===== config.mk =====
export PLATFORM = sky130hd
export DESIGN_NAME = sensor_monitor_ctrl
export DESIGN_NICKNAME = d
export VERILOG_FILES = /design/src/rtl/sensor_monitor_ctrl.sv
export SDC_FILE = /design/constraint.sdc
export NUM_CORES = 1
export LEC_CHECK = 0
export CAP_MARGIN = 10
export CORE_MARGIN = 2
export CORE_UTILIZATION = 52
export CTS_CLUSTER_SIZE = 14
export DETAILED_ROUTE_END_ITERATION = 10
export PLACE_DENSITY = 0.9
export SLEW_MARGIN = 25
export SYNTH_ARGS = -nofsm -noshare
export SYNTH_HDL_FRONTEND = slang
export SYNTH_SLANG_ARGS = --single-unit

===== constraint.sdc =====
create_clock -name clk -period 2.03 [get_ports clk]
set_clock_uncertainty 0.1 [all_clocks]
set_input_delay 0.5075 -clock clk [delete_from_list [all_inputs] [get_ports clk]]
set_output_delay 0.5075 -clock clk [all_outputs]
set_load 0.01 [all_outputs]

===== src/rtl/sensor_monitor_ctrl.sv =====
// Sensor monitor sequencer: paces sampling with a divider, qualifies low-priority
// faults over consecutive samples, latches a coded alarm until acknowledged.
module sensor_monitor_ctrl #(
   parameter int SAMPLE_DIV  = 4,
   parameter int CONFIRM_CNT = 3,
   parameter int CNT_WIDTH   = 8
) (
   input  logic                 clk,
   input  logic                 n_rst,
   input  logic                 enable,
   input  logic [3:0]           sensors,
   input  logic                 clear,
   output logic                 sample_strobe,
   output logic                 alarm,
   output logic [1:0]           alarm_code,
   output logic [CNT_WIDTH-1:0] event_count
);

   localparam int DIV_W  = (SAMPLE_DIV > 1) ? $clog2(SAMPLE_DIV) : 1;
   localparam int CONF_W = $clog2(CONFIRM_CNT + 1);

   localparam logic [1:0] CODE_NONE = 2'b00;
   localparam logic [1:0] CODE_LOW  = 2'b01;
   localparam logic [1:0] CODE_CRIT = 2'b10;

   typedef enum logic [2:0] {
      IDLE,
      MONITOR,
      CONFIRM,
      ALARM,
      WAIT_CLEAN
   } state_t;

   state_t                state_q, state_d;
   logic [DIV_W-1:0]      div_q, div_d;
   logic [CONF_W-1:0]     conf_q, conf_d;
   logic [CONF_W-1:0]     conf_inc;
   logic                  alarm_q, alarm_d;
   logic [1:0]            code_q, code_d;
   logic [CNT_WIDTH-1:0]  event_q;
   logic                  enter_alarm;
   logic                  tick, crit, low;

   assign tick     = enable && (div_q == DIV_W'(SAMPLE_DIV - 1));
   assign crit     = sensors[0];
   assign low      = sensors[1] & (sensors[2] | sensors[3]) & ~crit;
   assign conf_inc = conf_q + CONF_W'(1);

   always_comb begin
      if (!enable || tick) div_d = '0;
      else                 div_d = div_q + DIV_W'(1);
   end

   always_comb begin
      state_d     = state_q;
      conf_d      = conf_q;
      alarm_d     = alarm_q;
      code_d      = code_q;
      enter_alarm = 1'b0;
      case (state_q)
         IDLE: begin
            conf_d = '0;
            if (enable) state_d = MONITOR;
         end
         MONITOR: begin
            if (!enable) begin
               state_d = IDLE;
               conf_d  = '0;
            end else if (tick) begin
               if (crit) begin
                  state_d = ALARM; alarm_d = 1'b1; code_d = CODE_CRIT; enter_alarm = 1'b1;
               end else if (low) begin
                  if (CONFIRM_CNT == 1) begin
                     state_d = ALARM; alarm_d = 1'b1; code_d = CODE_LOW; enter_alarm = 1'b1;
                  end else begin
                     state_d = CONFIRM;
                     conf_d  = CONF_W'(1);
                  end
               end
            end
         end
         CONFIRM: begin
            if (!enable) begin
               state_d = IDLE;
               conf_d  = '0;
            end else if (tick) begin
               conf_d = '0;
               if (crit) begin
                  state_d = ALARM; alarm_d = 1'b1; code_d = CODE_CRIT; enter_alarm = 1'b1;
               end else if (low) begin
                  if (conf_inc == CONF_W'(CONFIRM_CNT)) begin
                     state_d = ALARM; alarm_d = 1'b1; code_d = CODE_LOW; enter_alarm = 1'b1;
                  end else begin
                     conf_d = conf_inc;
                  end
               end else begin
                  state_d = MONITOR;
               end
            end
         end
         ALARM: begin
            // Acknowledge beats a coincident critical sample; the upgrade is not a new event.
            if (clear) begin
               state_d = WAIT_CLEAN; alarm_d = 1'b0; code_d = CODE_NONE;
            end else if (tick && crit && code_q == CODE_LOW) begin
               code_d = CODE_CRIT;
            end
         end
         WAIT_CLEAN: begin
            if (!enable) begin
               state_d = IDLE;
            end else if (tick) begin
               if (crit) begin
                  state_d = ALARM; alarm_d = 1'b1; code_d = CODE_CRIT; enter_alarm = 1'b1;
               end else if (!low) begin
                  state_d = MONITOR;
               end
            end
         end
         default: begin
            state_d = IDLE;
            conf_d  = '0;
            alarm_d = 1'b0;
            code_d  = CODE_NONE;
         end
      endcase
   end

   always_ff @(posedge clk or negedge n_rst) begin
      if (!n_rst) begin
         state_q <= IDLE;
         div_q   <= '0;
         conf_q  <= '0;
         alarm_q <= 1'b0;
         code_q  <= CODE_NONE;
         event_q <= '0;
      end else begin
         state_q <= state_d;
         div_q   <= div_d;
         conf_q  <= conf_d;
         alarm_q <= alarm_d;
         code_q  <= code_d;
         if (enter_alarm && event_q != {CNT_WIDTH{1'b1}}) event_q <= event_q + CNT_WIDTH'(1);
      end
   end

   assign sample_strobe = tick;
   assign alarm         = alarm_q;
   assign alarm_code    = code_q;
   assign event_count   = event_q;

endmodule

# Word-level counts from Yosys, hierarchy flattened
# Cells that the tools add are included.
[totals]
ff_bits = 18
latchBits = 0
mem_bits_rw = 0
romBits = 0
input_bits = 8
out_inout_bits = 12
wordCells = 111
memories = 0
[op_classes]
addsub = 3
mul = 0
div_mod_pow = 0
magnitude_cmp = 0
n_eq_ne = 26
n_shift = 0
n_mux = 57
bitwise = 6
n_reduce_logical = 13
[ops]
columns = ["operator", "n"]
rows = [
  ["3-bit 2-to-1 mux", 15],
  ["2-bit 2-to-1 mux", 20],
  ["3-bit != test, second input constant", 8],
  ["9-bit AND reduction", 2],
  ["1-bit 2-to-1 mux", 17],
  ["3-bit case mux with 5 select lines", 1],
  ["8-bit by 1-bit adder with 8-bit output, second input constant", 1],
  ["2-bit != test, second input constant", 4],
  ["4-bit != test, second input constant", 2],
  ["8-bit != test, second input constant", 1],
  ["2-bit case mux with 4 select lines", 1],
  ["8-bit AND reduction", 1],
  ["3-bit by 2-bit == test with 1-bit output, second input constant", 2],
  ["2-bit by 1-bit != test with 1-bit output, second input constant", 3],
  ["2-bit case mux with 3 select lines", 1],
  ["5-bit != test, second input constant", 1],
  ["5-bit AND reduction", 1],
  ["2-bit by 1-bit adder with 2-bit output, second input constant", 2],
  ["2-bit == test, second input constant", 2],
  ["1-bit logical AND", 4],
  ["1-bit case mux with 4 select lines", 1],
  ["2-bit OR reduction", 2],
  ["3-bit by 1-bit == test with 1-bit output, second input constant", 1],
  ["3-bit == test, second input constant", 1],
  ["8 further kinds", 11],
]

# Longest topological paths before layout
# Gate-level depths: netlist of run 1.
[depth]
word_depth = 9
mapped_depth = 6
ltp_nobuf = 6

# Least setup slack after synthesis of run 1
# No wires, ideal clock.
[synth_timing]
kind = "input to register"
start = "in enable"
end = "reg event_q[5], in the netlist event_count[5]"
setup_ps = 126
arrival_time_ps = 1663
path_slack_ps = 141
path_stages = 5
n_path_buf = 1
path_cell_list = "clkbuf_2 and2_2 o211ai_1 or4_4 xnor2_2"
[synth_via]
elab_chain_cells = 5
[synth_rtl]
columns = ["item", "line", "rtl"]
rows = [
  ["start, declared", "10", "input logic enable,"],
  ["1-bit logical AND (*)", "44", "assign tick = enable && (div_q == DIV_W'(SAMPLE_DIV - 1));"],
  ["named net sample_strobe", "13", "output logic sample_strobe,"],
  ["1-bit 2-to-1 mux, on equally long branches", "69, 86", ""],
  ["1-bit 2-to-1 mux, on equally long branches", "110, 83", ""],
  ["1-bit case mux with 2 select lines (*)", "60", "case (state_q)"],
  ["1-bit logical AND (*)", "143", "if (enter_alarm && event_q != {CNT_WIDTH{1'b1}}) event_q <= event_q + CNT_WIDTH'(1);"],
  ["end signal, assigned", "143", ""],
  ["end, declared", "40", "logic [CNT_WIDTH-1:0] event_q;"],
]
# The timed path passes the listed nets; every way through them passes the cells marked *.
# A chain may end at the register's enable or synchronous reset.

# Final worst setup path of run 1
[layout_timing]
start = "in enable"
end = "out sample_strobe"
[layout_via]
elab_chain_cells = 1
[layout_rtl]
columns = ["item", "line"]
rows = [
  ["1-bit logical AND", "44"],
  ["end, declared", "13"],
]
# No other way between the ends.

==> results_dict.tcl, run 1 <==
set metrics [dict create \
    synthFlopType "dfrtp_1" \
    syn-cell-area_um2 1170 \
    ff2ff_setup_slack_ns 0.08 \
    crit_end "sample_strobe" \
    grt_pass1_vias 1210 \
    synth-edff-count 0 \
    overflow 0 \
    total_power_uw 1410 \
    async_flop_share_pct 100 \
    synth_top_area_share_pct 38.5 \
    setup_violations 0 \
    drt_drc_violations_left 0 \
    areaGrowthSynthToFinish_pct 32.5 \
    finalInstanceArea_um2 1550 \
    final.setup.tns_ns 0 \
    rows 17 \
    r2r_end "event_count[1]" \
    critPathKind "in2out" \
    synth.most_common_cell "dfrtp_1" \
    cp-startpoint "enable" \
    cts-root-buf "clkbuf_4" \
    start_util_pct 54.0 \
    cp-start-kind "primary input" \
    drive_above_1_share_pct 22.4 \
    die_h_um 51.5 \
    io_pins 20 \
    die_x_um 51.5 \
    synth.area.top_cells "dfrtp_1, xor2_1, o21ai_0" \
    wire_per_inst_um 16.5 \
    num_vias 1186 \
    wl_um 3120 \
    cap_violations 0 \
    grt_use_total_pct 26.6 \
    cp.depth 3 \
    cp_slowest_cell "clkdlybuf4s50_1" \
    peakVddDrop_uv 679 \
    cts_tree "done" \
    yosys_register_bits 18 \
    synth_nets 136 \
    power.density_nw_per_um2 909 \
    min_from "div_q[0]" \
    worstPathMaxFanout 3 \
    arrival_ns 1.38 \
    path_cells "clkdlybuf4s50_1, and2_2, clkdlybuf4s15_1" \
    r2r-start "state_q[0]" \
    hold_viol 0 \
    clk_pin_slew_ns 0.10 \
    firstDrtPassIters 5 \
    fmax_ghz 0.503 \
    avgSynthCellArea_um2 9.29 \
    via_per_inst 6.28 \
    hp-class "reg2reg" \
    hpwl_um 2360 \
    tightest_slew_ns 0.499 \
    fin_util_pct 71.5 \
    place_congestion 0.892 \
    clock_latency_ns 0.30 \
    placed_cell_area_um2 1510 \
    yosysTopAreaCell "dfrtp_1" \
    antenna_found_initial 0 \
    grt_max_degree 19 \
    diodes 0 \
    clkSinkCount 18 \
    dieArea_um2 2650 \
    port_buffers 19 \
    fp.coreArea_um2 2170 \
    period_needed_ns 1.99 \
    critPathBufInv 2 \
    max_stage_delay_ns 0.48 \
    crit_required_ns 1.42 \
    drt_iter0_markers 74 \
    drv_slew 0 \
    post-route-period-util_pct 97.9 \
    numCtsBuffers 3 \
    p_leak_uw 0.000699 \
    fin_nets 173 \
    cp-end-kind "output port" \
    yosys_warnings 0 \
    ys_seq_area_share_pct 38.5 \
    ant_nets 0 \
    ff2ff_path_depth 5 \
    yosys-top-cells-count "dfrtp_1, nand2_1, o21ai_0" \
    htree_levels 1 \
    synth_cell_types 46 \
    status "completed" \
    path_delay_family "buffers and inverters" \
    slew_headroom_pct 66.6 \
    cts_buffer_depth 2 \
    netlist_instances 126 \
    grt_pass1_wl_um 5220 \
    rsz0062_at_grt "false" \
]
-- cells in the final DEF (no fill, tap or decap), drive strengths merged, types with 3 or more instances in the layout --
cell	synthesis	routed
and2	5	5
xor2	7	7
mux2	3	3
nand2	13	13
nand2b	3	3
nand3	3	3
dfrtp	18	18
o21ai	10	10
nor2	5	5
buf	4	18
o211ai	3	3
clkbuf	1	3
nor2b	5	5
nor4	3	3
a21oi	7	7
clkdlybuf4s50	0	17
-- worst min-delay path by stage --
stage / depth (start not counted) / end / slack, ns
after floorplan: 0 / alarm / 0.11
after global placement: 1 / div_q[0] / 0.32
after detailed placement: 1 / div_q[0] / 0.33
after CTS: 1 / div_q[0] / 0.35
after global routing: 1 / div_q[0] / 0.38
final: 1 / div_q[0] / 0.35
-- timing repair --
action / in CTS / in global routing
setup buffers: 0 / 0
pin swaps: 0 / 1
setup endpoints to repair: 1 / 7
gates resized for setup: 2 / 8
hold buffers: 0 / 0
-- cell families (layout without fill, tap and decap cells) --
logic type | Yosys count | after routing | synth area share, %
fa+ha+maj | 2 | 2 | 2.14
buf+inv | 7 | 42 | 2.78
flops | 18 | 18 | 38.5
compound gates | 37 | 37 | 22.0
xor+xnor | 8 | 8 | 6.62
simple gates | 51 | 51 | 25.1
mux | 3 | 3 | 2.88
-- routing by layer --
metal | vias to the layer above | part of all wire (%) | track usage, %
met5 | - | 0 | 0
met4 | 0 | 2.6 | 15.4
met3 | 13 | 7.3 | 3.51
met2 | 72 | 52 | 46.8
met1 | 563 | 38 | 30.4
li1 | 538 | - | -
-- worst reg2reg max path, cell delays in order (launching register included) --
cell	delay, ns
dfrtp_2	0.51
o21ai_0	0.28
o211ai_1	0.23
buf_4	0.22
nor3_2	0.16
mux2_1	0.35
-- layout make-up --
class / count / area (um2)
multi-input combinational: 101 / 707
fill: 196 / 618
sequential: 18 / 452
timing repair buffer: 37 / 328
tap: 28 / 35.0
clock buffer: 3 / 22.5
inverter: 2 / 7.51
-- flip-flops by register name, summed over array words and instances, names as in the netlist --
| signal | count |
|---|---|
| conf_q | 2 |
| state_q | 3 |
| div_q | 2 |
| alarm | 1 |
| event_count | 8 |
| alarm_code | 2 |
-- through the flow --
stage | std cells | hold slack [ns] | setup slack [ns]
after floorplan | 126 | 0.112 | 0.141
after global placement | 186 | 0.323 | -0.239
after detailed placement | 186 | 0.334 | -0.280
after CTS | 189 | 0.349 | 0.0380
after global routing | 189 | 0.376 | 0.000334
final | 189 | 0.347 | 0.0429
-- where the power goes --
group	switching (uW)	total [uW]	internal (uW)
Clock	117	186	69.2
Combinational	343	693	350
Sequential	96.8	530	434
Note: power is estimated with default switching activity, not from simulation.
==> inputs of run 2 (changes only) <==
HOLD_SLACK_MARGIN = 0.1   (was default)
SETUP_SLACK_MARGIN = 0.15   (was default)
==> run 2 against run 1 <==
Net effect:
- fmax increased by 7.7%
- critical path type is now reg2reg
- first-iteration DRC count shrank 77%
- die area stayed put
- critical endpoint is now event_count[5]
- via count up 0.67%
- design area grew 9.2%
- highest routed layer unchanged
- sequential cell count unchanged
==> results_dict.tcl, run 2 (synthesized netlist as in run 1, its figures left out) <==
set metrics [dict create \
    fin_util_pct 78.1 \
    dieArea_um2 2650 \
    numCtsBuffers 3 \
    ctsHoldBuffers 0 \
    num_vias 1194 \
    htree_levels 1 \
    diodes 0 \
    cts_tree "done" \
    total_power_uw 1460 \
    fin_nets 185 \
    hpwl_um 2200 \
    period_needed_ns 1.84 \
    port_buffers 19 \
    grt_max_degree 19 \
    clkSinkCount 18 \
    drive_above_1_share_pct 31.8 \
    p_leak_uw 0.000907 \
    power.density_nw_per_um2 862 \
    slew_headroom_pct 73.6 \
    cap_violations 0 \
    die_h_um 51.5 \
    clock_latency_ns 0.29 \
    cts-root-buf "clkbuf_4" \
    critPathKind "reg2reg" \
    fmax_ghz 0.542 \
    drt_drc_violations_left 0 \
    start_util_pct 54.0 \
    drt_iter0_markers 17 \
    die_x_um 51.5 \
    ant_nets 0 \
    place_congestion 0.987 \
    nFillCells 155 \
    grt_pass1_wl_um 5330 \
    cts_buffer_depth 2 \
    worstPathMaxFanout 6 \
    arrival_ns 1.93 \
    areaGrowthSynthToFinish_pct 44.7 \
    rows 17 \
    firstDrtPassIters 4 \
    io_pins 20 \
    status "completed" \
    placed_cells 186 \
    cp-end-kind "flop" \
    overflow 0 \
    instances_no_fill 201 \
    clk_pin_slew_ns 0.10 \
    post-route-period-util_pct 90.9 \
    final_common_cell "buf_4" \
    rsz0062_at_grt "true" \
    grt_pass1_vias 1177 \
    tightest_slew_ns 0.394 \
    hp-class "reg2reg" \
    final_cell_mix "buf_4, dfrtp_1, nand2_1" \
    antenna_found_initial 0 \
    largest_reg_flops 8 \
    via_per_inst 5.94 \
    wl_um 3220 \
    setup_violations 0 \
    drv_slew 0 \
    peakVddDrop_uv 572 \
    cp-start-kind "flop" \
    fp.coreArea_um2 2170 \
    wire_per_inst_um 16.0 \
    hold_viol 0 \
    grt_use_total_pct 27.4 \
    crit_required_ns 2.12 \
    whs_ns 0.395 \
]
[run 2: final cells by class]
type | instances | area (um2) | area share [%]
Sequential cell | 18 | 452 | 26.7
Timing Repair Buffer | 49 | 444 | 26.2
Multi-Input combinational cell | 101 | 733 | 43.3
Inverter | 2 | 7.51 | 0.443
Tap cell | 28 | 35.0 | 2.07
Clock buffer | 3 | 22.5 | 1.33
[run 2: path summary, 6_finish.rpt]
path | end | depth (start not counted) | slack (ns) | from
max in group asynchronous | state_q[0] | 2 | 1.17 | n_rst
min in group asynchronous | event_count[3] | 2 | 0.44 | n_rst
worst max register to register | event_count[5] | 6 | 0.19 | event_count[4]
worst min register to register | div_q[0] | 1 | 0.39 | div_q[0]
worst min-delay path | div_q[0] | 1 | 0.39 | div_q[0]
worst max-delay path | event_count[5] | 6 | 0.19 | event_count[4]
[run 2: what timing repair did]
| item | 4_1_cts | 5_1_grt |
|---|---|---|
| gates resized for setup | 11 | 23 |
| setup endpoints to repair | 16 | 24 |
| pin swaps | 1 | 6 |
| buffers inserted | 8 | 4 |
[run 2: layer usage]
| layer | vias to the layer above | track usage, % | share of wire [%] |
|---|---|---|---|
| li1 | 564 | - | - |
| met1 | 588 | 34.9 | 42 |
| met2 | 36 | 45.1 | 51 |
| met4 | 0 | 12.7 | 1.6 |
| met3 | 6 | 4.39 | 5.5 |
| met5 | - | 0 | 0 |
[run 2: metrics by stage]
stage | instance area, um2 | TNS, ns | setup WS (ns)
floorplan | 1170 | 0 | 0.141
global placement | 1510 | -2.17 | -0.239
detailed placement | 1510 | -2.63 | -0.267
CTS | 1600 | 0 | 0.123
global route | 1690 | 0 | 0.0852
finish | 1690 | 0 | 0.185
[run 2: worst max-delay path, stage by stage (launching register included)]
cell,delay [ns]
dfrtp_1,0.42
buf_4,0.15
and4_1,0.21
nand2_1,0.10
nor2_2,0.07
or4_4,0.54
xnor2_2,0.15
[run 2: where the power goes]
group | switching, uW | internal (uW)
registers | 93.9 | 434
clock network | 108 | 69.0
logic | 364 | 392
